==> src/rtl/imem_port.sv <==
// Instruction-memory fetch port: a PC-driven single-outstanding read master feeding
// a 2-entry prefetch FIFO, with redirect handling that drains an in-flight read.
module imem_port #(
    parameter logic [15:0] RESET_PC = 16'h0000
) (
    input  logic        clk,
    input  logic        a_rst,
    input  logic        i_hold,
    input  logic        i_jmp,
    input  logic [15:0] i_jmp_addr,
    output logic        mem_req,
    output logic [15:0] mem_addr,
    input  logic        mem_ack,
    input  logic [15:0] mem_data,
    output logic        o_rdy,
    output logic [15:0] o_data
);

    typedef enum logic {
        ST_RUN  = 1'b0,
        ST_DROP = 1'b1
    } state_t;

    state_t      state;
    logic [15:0] pc;
    logic [15:0] pend_addr;
    logic [1:0]  count;
    logic        rd_ptr;
    logic        wr_ptr;
    logic [15:0] fifo_mem [2];

    logic ack_seen;
    logic push;
    logic pop;

    // NOTE: every signal in this block is assigned on every path, so no latch can be inferred.
    always_comb begin
        // Gated by reset so the request drops the instant reset asserts.
        mem_req  = a_rst & ((state == ST_DROP) | (count < 2'd2));
        ack_seen = mem_req & mem_ack;
        push     = ack_seen & (state == ST_RUN) & ~i_jmp;
        o_rdy    = (count != 2'd0);
        pop      = o_rdy & ~i_hold;
        o_data   = fifo_mem[rd_ptr];
    end

    assign mem_addr = pc;

    // NOTE: sequential state uses non-blocking assignments so all registers update together.
    always_ff @(posedge clk or negedge a_rst) begin
        if (!a_rst) begin
            state     <= ST_RUN;
            pc        <= RESET_PC;
            pend_addr <= 16'h0000;
        end else begin
            case (state)
                ST_RUN: begin
                    if (i_jmp) begin
                        // A read still in flight must complete before the PC can move.
                        if (mem_req & ~mem_ack) begin
                            pend_addr <= i_jmp_addr;
                            state     <= ST_DROP;
                        end else begin
                            pc <= i_jmp_addr;
                        end
                    end else if (push) begin
                        pc <= pc + 16'd1;
                    end
                end
                ST_DROP: begin
                    if (i_jmp) begin
                        pend_addr <= i_jmp_addr;
                    end
                    if (ack_seen) begin
                        pc    <= i_jmp ? i_jmp_addr : pend_addr;
                        state <= ST_RUN;
                    end
                end
                default: state <= ST_RUN;
            endcase
        end
    end

    always_ff @(posedge clk or negedge a_rst) begin
        if (!a_rst) begin
            count  <= 2'd0;
            rd_ptr <= 1'b0;
            wr_ptr <= 1'b0;
        end else if (i_jmp) begin
            count  <= 2'd0;
            rd_ptr <= 1'b0;
            wr_ptr <= 1'b0;
        end else begin
            if (push) begin
                wr_ptr <= ~wr_ptr;
            end
            if (pop) begin
                rd_ptr <= ~rd_ptr;
            end
            case ({push, pop})
                2'b10:   count <= count + 2'd1;
                2'b01:   count <= count - 2'd1;
                default: count <= count;
            endcase
        end
    end

    // NOTE: the word storage has no reset; its contents are only observed while count is non-zero.
    always_ff @(posedge clk) begin
        if (push) begin
            fifo_mem[wr_ptr] <= mem_data;
        end
    end

endmodule
==> config.mk <==
export PLATFORM = sky130hd
export DESIGN_NAME = imem_port
export DESIGN_NICKNAME = d
export VERILOG_FILES = /design/src/rtl/imem_port.sv
export SDC_FILE = /design/constraint.sdc
export NUM_CORES = 1
export LEC_CHECK = 0
export ABC_AREA = 0
export BUFFER_PORTS_ARGS = -buffer_cell sky130_fd_sc_hd__buf_2
export CAP_MARGIN = 0
export CELL_PAD_IN_SITES_DETAIL_PLACEMENT = 0
export CELL_PAD_IN_SITES_GLOBAL_PLACEMENT = 1
export CORE_UTILIZATION = 40
export DETAILED_ROUTE_END_ITERATION = 10
export GPL_TIMING_DRIVEN = 0
export PLACE_DENSITY_LB_ADDON = 0.1
export RECOVER_POWER = 100
export SYNTH_ARGS = -nofsm -noshare
export SYNTH_HDL_FRONTEND = slang
export SYNTH_SLANG_ARGS = --single-unit
==> constraint.sdc <==
create_clock -name clk -period 2.7 [get_ports clk]
set_input_delay 0 -clock clk [delete_from_list [all_inputs] [get_ports clk]]
set_output_delay 0 -clock clk [all_outputs]
set_load 0.03 [all_outputs]
==> flow_summary.toml <==
[status]
outcome = "finished with violations"
violations = "capacitance limit, slew limit"

[route]
ant_nets = 0
num_vias = 2496
wl_per_cell_um = 15.7
drtPass1Iterations = 4
drc = 0
drtIter0Drc = 71
viasPerCell = 5.19
routed_wl_um = 7570

[worst_setup_path]
crit_fanout = 11
worst_setup_path_end_kind = "flop"
crit_type = "flop to flop"
start_kind = "flop"
cp_slowest_stage_delay_ns = 0.61
required_ns = 2.75
crit_arrival_ns = 2.24
cp_slowest_cell = "nor3b_2"
crit_chain = "clkbuf_1 -> nand4bb_1 -> nor3b_2 -> buf_8"
r2r_slack_ns = 0.52

[logic_synthesis]
synth_top_area_share_pct = 30.2
avgSynthCellArea_um2 = 12.4
yosysTopAreaCell = "edfxtp_1"
syn_area_mm2 = 0.00318
ys_ff_latch = 69
synth-edff-count = 32
async_reset_ff_share_pct = 53.6
yosys_warnings = 0
synth.distinct_cells = 50
syn_nets = 295
ys.flop_type = "dfrtp_1"
synthTopCellsByArea = "edfxtp_1, dfrtp_1, mux2_2"
ys_seq_area_share_pct = 59.3
synth_cells = 257

[place]
dp_hpwl_um = 5020
placedCellCount = 430
io_buffers = 69
gp_congestion = 0.812

[layout]
postLayoutCoreUtil_pct = 54.3
mostFrequentLayoutCell = "clkbuf_1"
drive_above_1_share_pct = 22.2
syn_to_final_growth_pct = 31.9
final_cell_mix = "clkbuf_1, dfrtp_1, dlygate4sd3_1"
final_nets = 412
fin_cells = 481
n_antenna_cell = 0
seqCellArea_mm2 = 0.00189
fill_cells = 713
multi_input_area_mm2 = 0.00124

[sta]
fin_crit_sh_pct = 80.8
setup_viol = 0
finClkSkew_ns = 0.0156
final_hold_viol_count = 0
fin_hold_ws_ns = 0.0196
grt_setup_unrepaired = "no"
period_needed_ns = 2.18
final_max_slew_viol_count = 38
slew_headroom_pct = -17.1
tightest_slew_ns = 1.76
fmax_mhz = 458

[power_and_ir_drop]
power.share.clock_pct = 32.3
p_leak_nw = 1.60
ir_worst_vdd_mv = 0.295
switching_share_pct = 31.5
switching_power_mw = 0.910
p_total_mw = 2.89
combPwrFrac_pct = 21.3
internal-power_mw = 1.98
pwr_density_cell_mw_per_mm2 = 688
p_seq_share_pct = 46.4

[global_routing]
grt_max_degree = 38
grt_pass1_vias = 2441
grt_first_pass_wirelength_um = 12400
grt_antenna_before_repair = 0
grt_overflow = 0
track_usage_pct = 19.5

[clock_tree]
cts.repair.resized = 0
tritoncts_num_sinks = 69
numCtsBuffers = 9
clk_latency_ns = 0.35
root_buffer = "clkbuf_8"
path_clk_slew_ns = 0.07
ctsHtreeMaxLevel = 3
cts_tree = "built"
cts_buffer_depth = 2

[floorplan]
pin_count = 71
dieWidth_um = 91.2
start_util_pct = 41.2
dieArea_mm2 = 0.00832
core_mm2 = 0.00773
num_rows = 32
die_h_um = 91.2

[flow_run]
cap_violations = 1

[worst_hold_path]
hold_class = "primary input to flop"
metal layers:
metal,track usage (%),up-vias,part of all wire (%)
li1,-,1222,-
met1,25.2,1204,46
met2,32.3,65,49
met3,3.85,5,4.3
met4,8.07,0,0.63
met5,0,-,0
cells by family after synthesis:
logic type / Yosys count / synth area share [%]
AO/OA/AOI/OAI: 65 / 13.2
XOR/XNOR: 3 / 0.826
adder cells (fa/ha/maj): 1 / 0.393
buffers and inverters: 17 / 2.12
flip-flops: 69 / 59.3
multiplexers: 36 / 12.6
AND/OR/NAND/NOR: 66 / 11.6
path summary, 6_finish.rpt:
check,startpoint,to,depth (start not counted)
min in group asynchronous,a_rst,pend_addr[12]$_DFFE_PN0P_,3
min,i_hold,count[1]$_DFFE_PN0P_,3
max reg2reg,state$_DFF_PN0_,fifo_mem[1][11]$_DFFE_PP_,4
min reg2reg,pend_addr[0]$_DFFE_PN0P_,pend_addr[0]$_DFFE_PN0P_,1
max,state$_DFF_PN0_,fifo_mem[1][11]$_DFFE_PP_,4
max in group asynchronous,a_rst,count[0]$_DFFE_PN0P_,3
worst max-delay path, delay by kind of cell (launching register included):
| kind | cells | cell delay, ns |
|---|---|---|
| and+or+nand+nor | 2 | 1.06 |
| buffers and inverters | 2 | 0.46 |
| DFF | 1 | 0.37 |
area by class of cell:
type | count | share of cell area (%)
buffer | 12 | 1.10
clock buffer | 10 | 3.04
clock inverter | 6 | 2.09
inverter | 5 | 0.447
multi-input combinational | 171 | 29.5
sequential | 69 | 44.9
tap | 102 | 3.04
timing repair buffer | 106 | 15.9
metrics by stage:
step | setup WS (ns) | setup TNS, ns | area [um^2]
after floorplan | 0.185 | 0 | 3180
after global placement | -1.01 | -30.02 | 3660
after detailed placement | 0.167 | 0 | 3690
after CTS | 0.500 | 0 | 4270
after global routing | 0.316 | 0 | 4200
final | 0.518 | 0 | 4200
flip-flops by register name, indices dropped and copies added (netlist names):
| name | flops |
|---|---|
| rd_ptr | 1 |
| state | 1 |
| fifo_mem | 32 |
| count | 2 |
| mem_addr | 16 |
| pend_addr | 16 |
| wr_ptr | 1 |
synthesized netlist by cell type, drive strengths merged, types with 2 or more instances:
library cell  count
nor3              3
xnor2             2
nor2b             3
and4              2
a31o              2
or4               2
and3              5
nor3b             2
nor2             10
a222oi            2
o211ai            3
mux2i             3
nor4              2
nand4             4
nand2            15
o2bb2ai           3
or2               3
clkbuf            6
edfxtp           32
mux2             33
nand2b            4
o22a              3
a22o              3
nand3             7
inv               5
o22ai             3
dfrtp            37
buf               6
a21oi            20
a31oi             3
o21ai            15
what timing repair did:
action                                 CTS  global route
hold buffers                            35             0
buffers inserted                         0             0
endpoints found under the hold margin   94             0
power by group through the flow:
stage / registers (mW) / clock network (mW) / logic [mW]
2_1_floorplan: 1.45 / 0 / 0.300
3_3_place_gp: 1.36 / 0 / 0.590
3_5_place_dp: 1.36 / 0 / 0.603
4_1_cts: 1.34 / 0.944 / 0.648
5_1_grt: 1.36 / 0.990 / 0.674
6_report: 1.34 / 0.932 / 0.615
(Power assumes the default switching activity.)
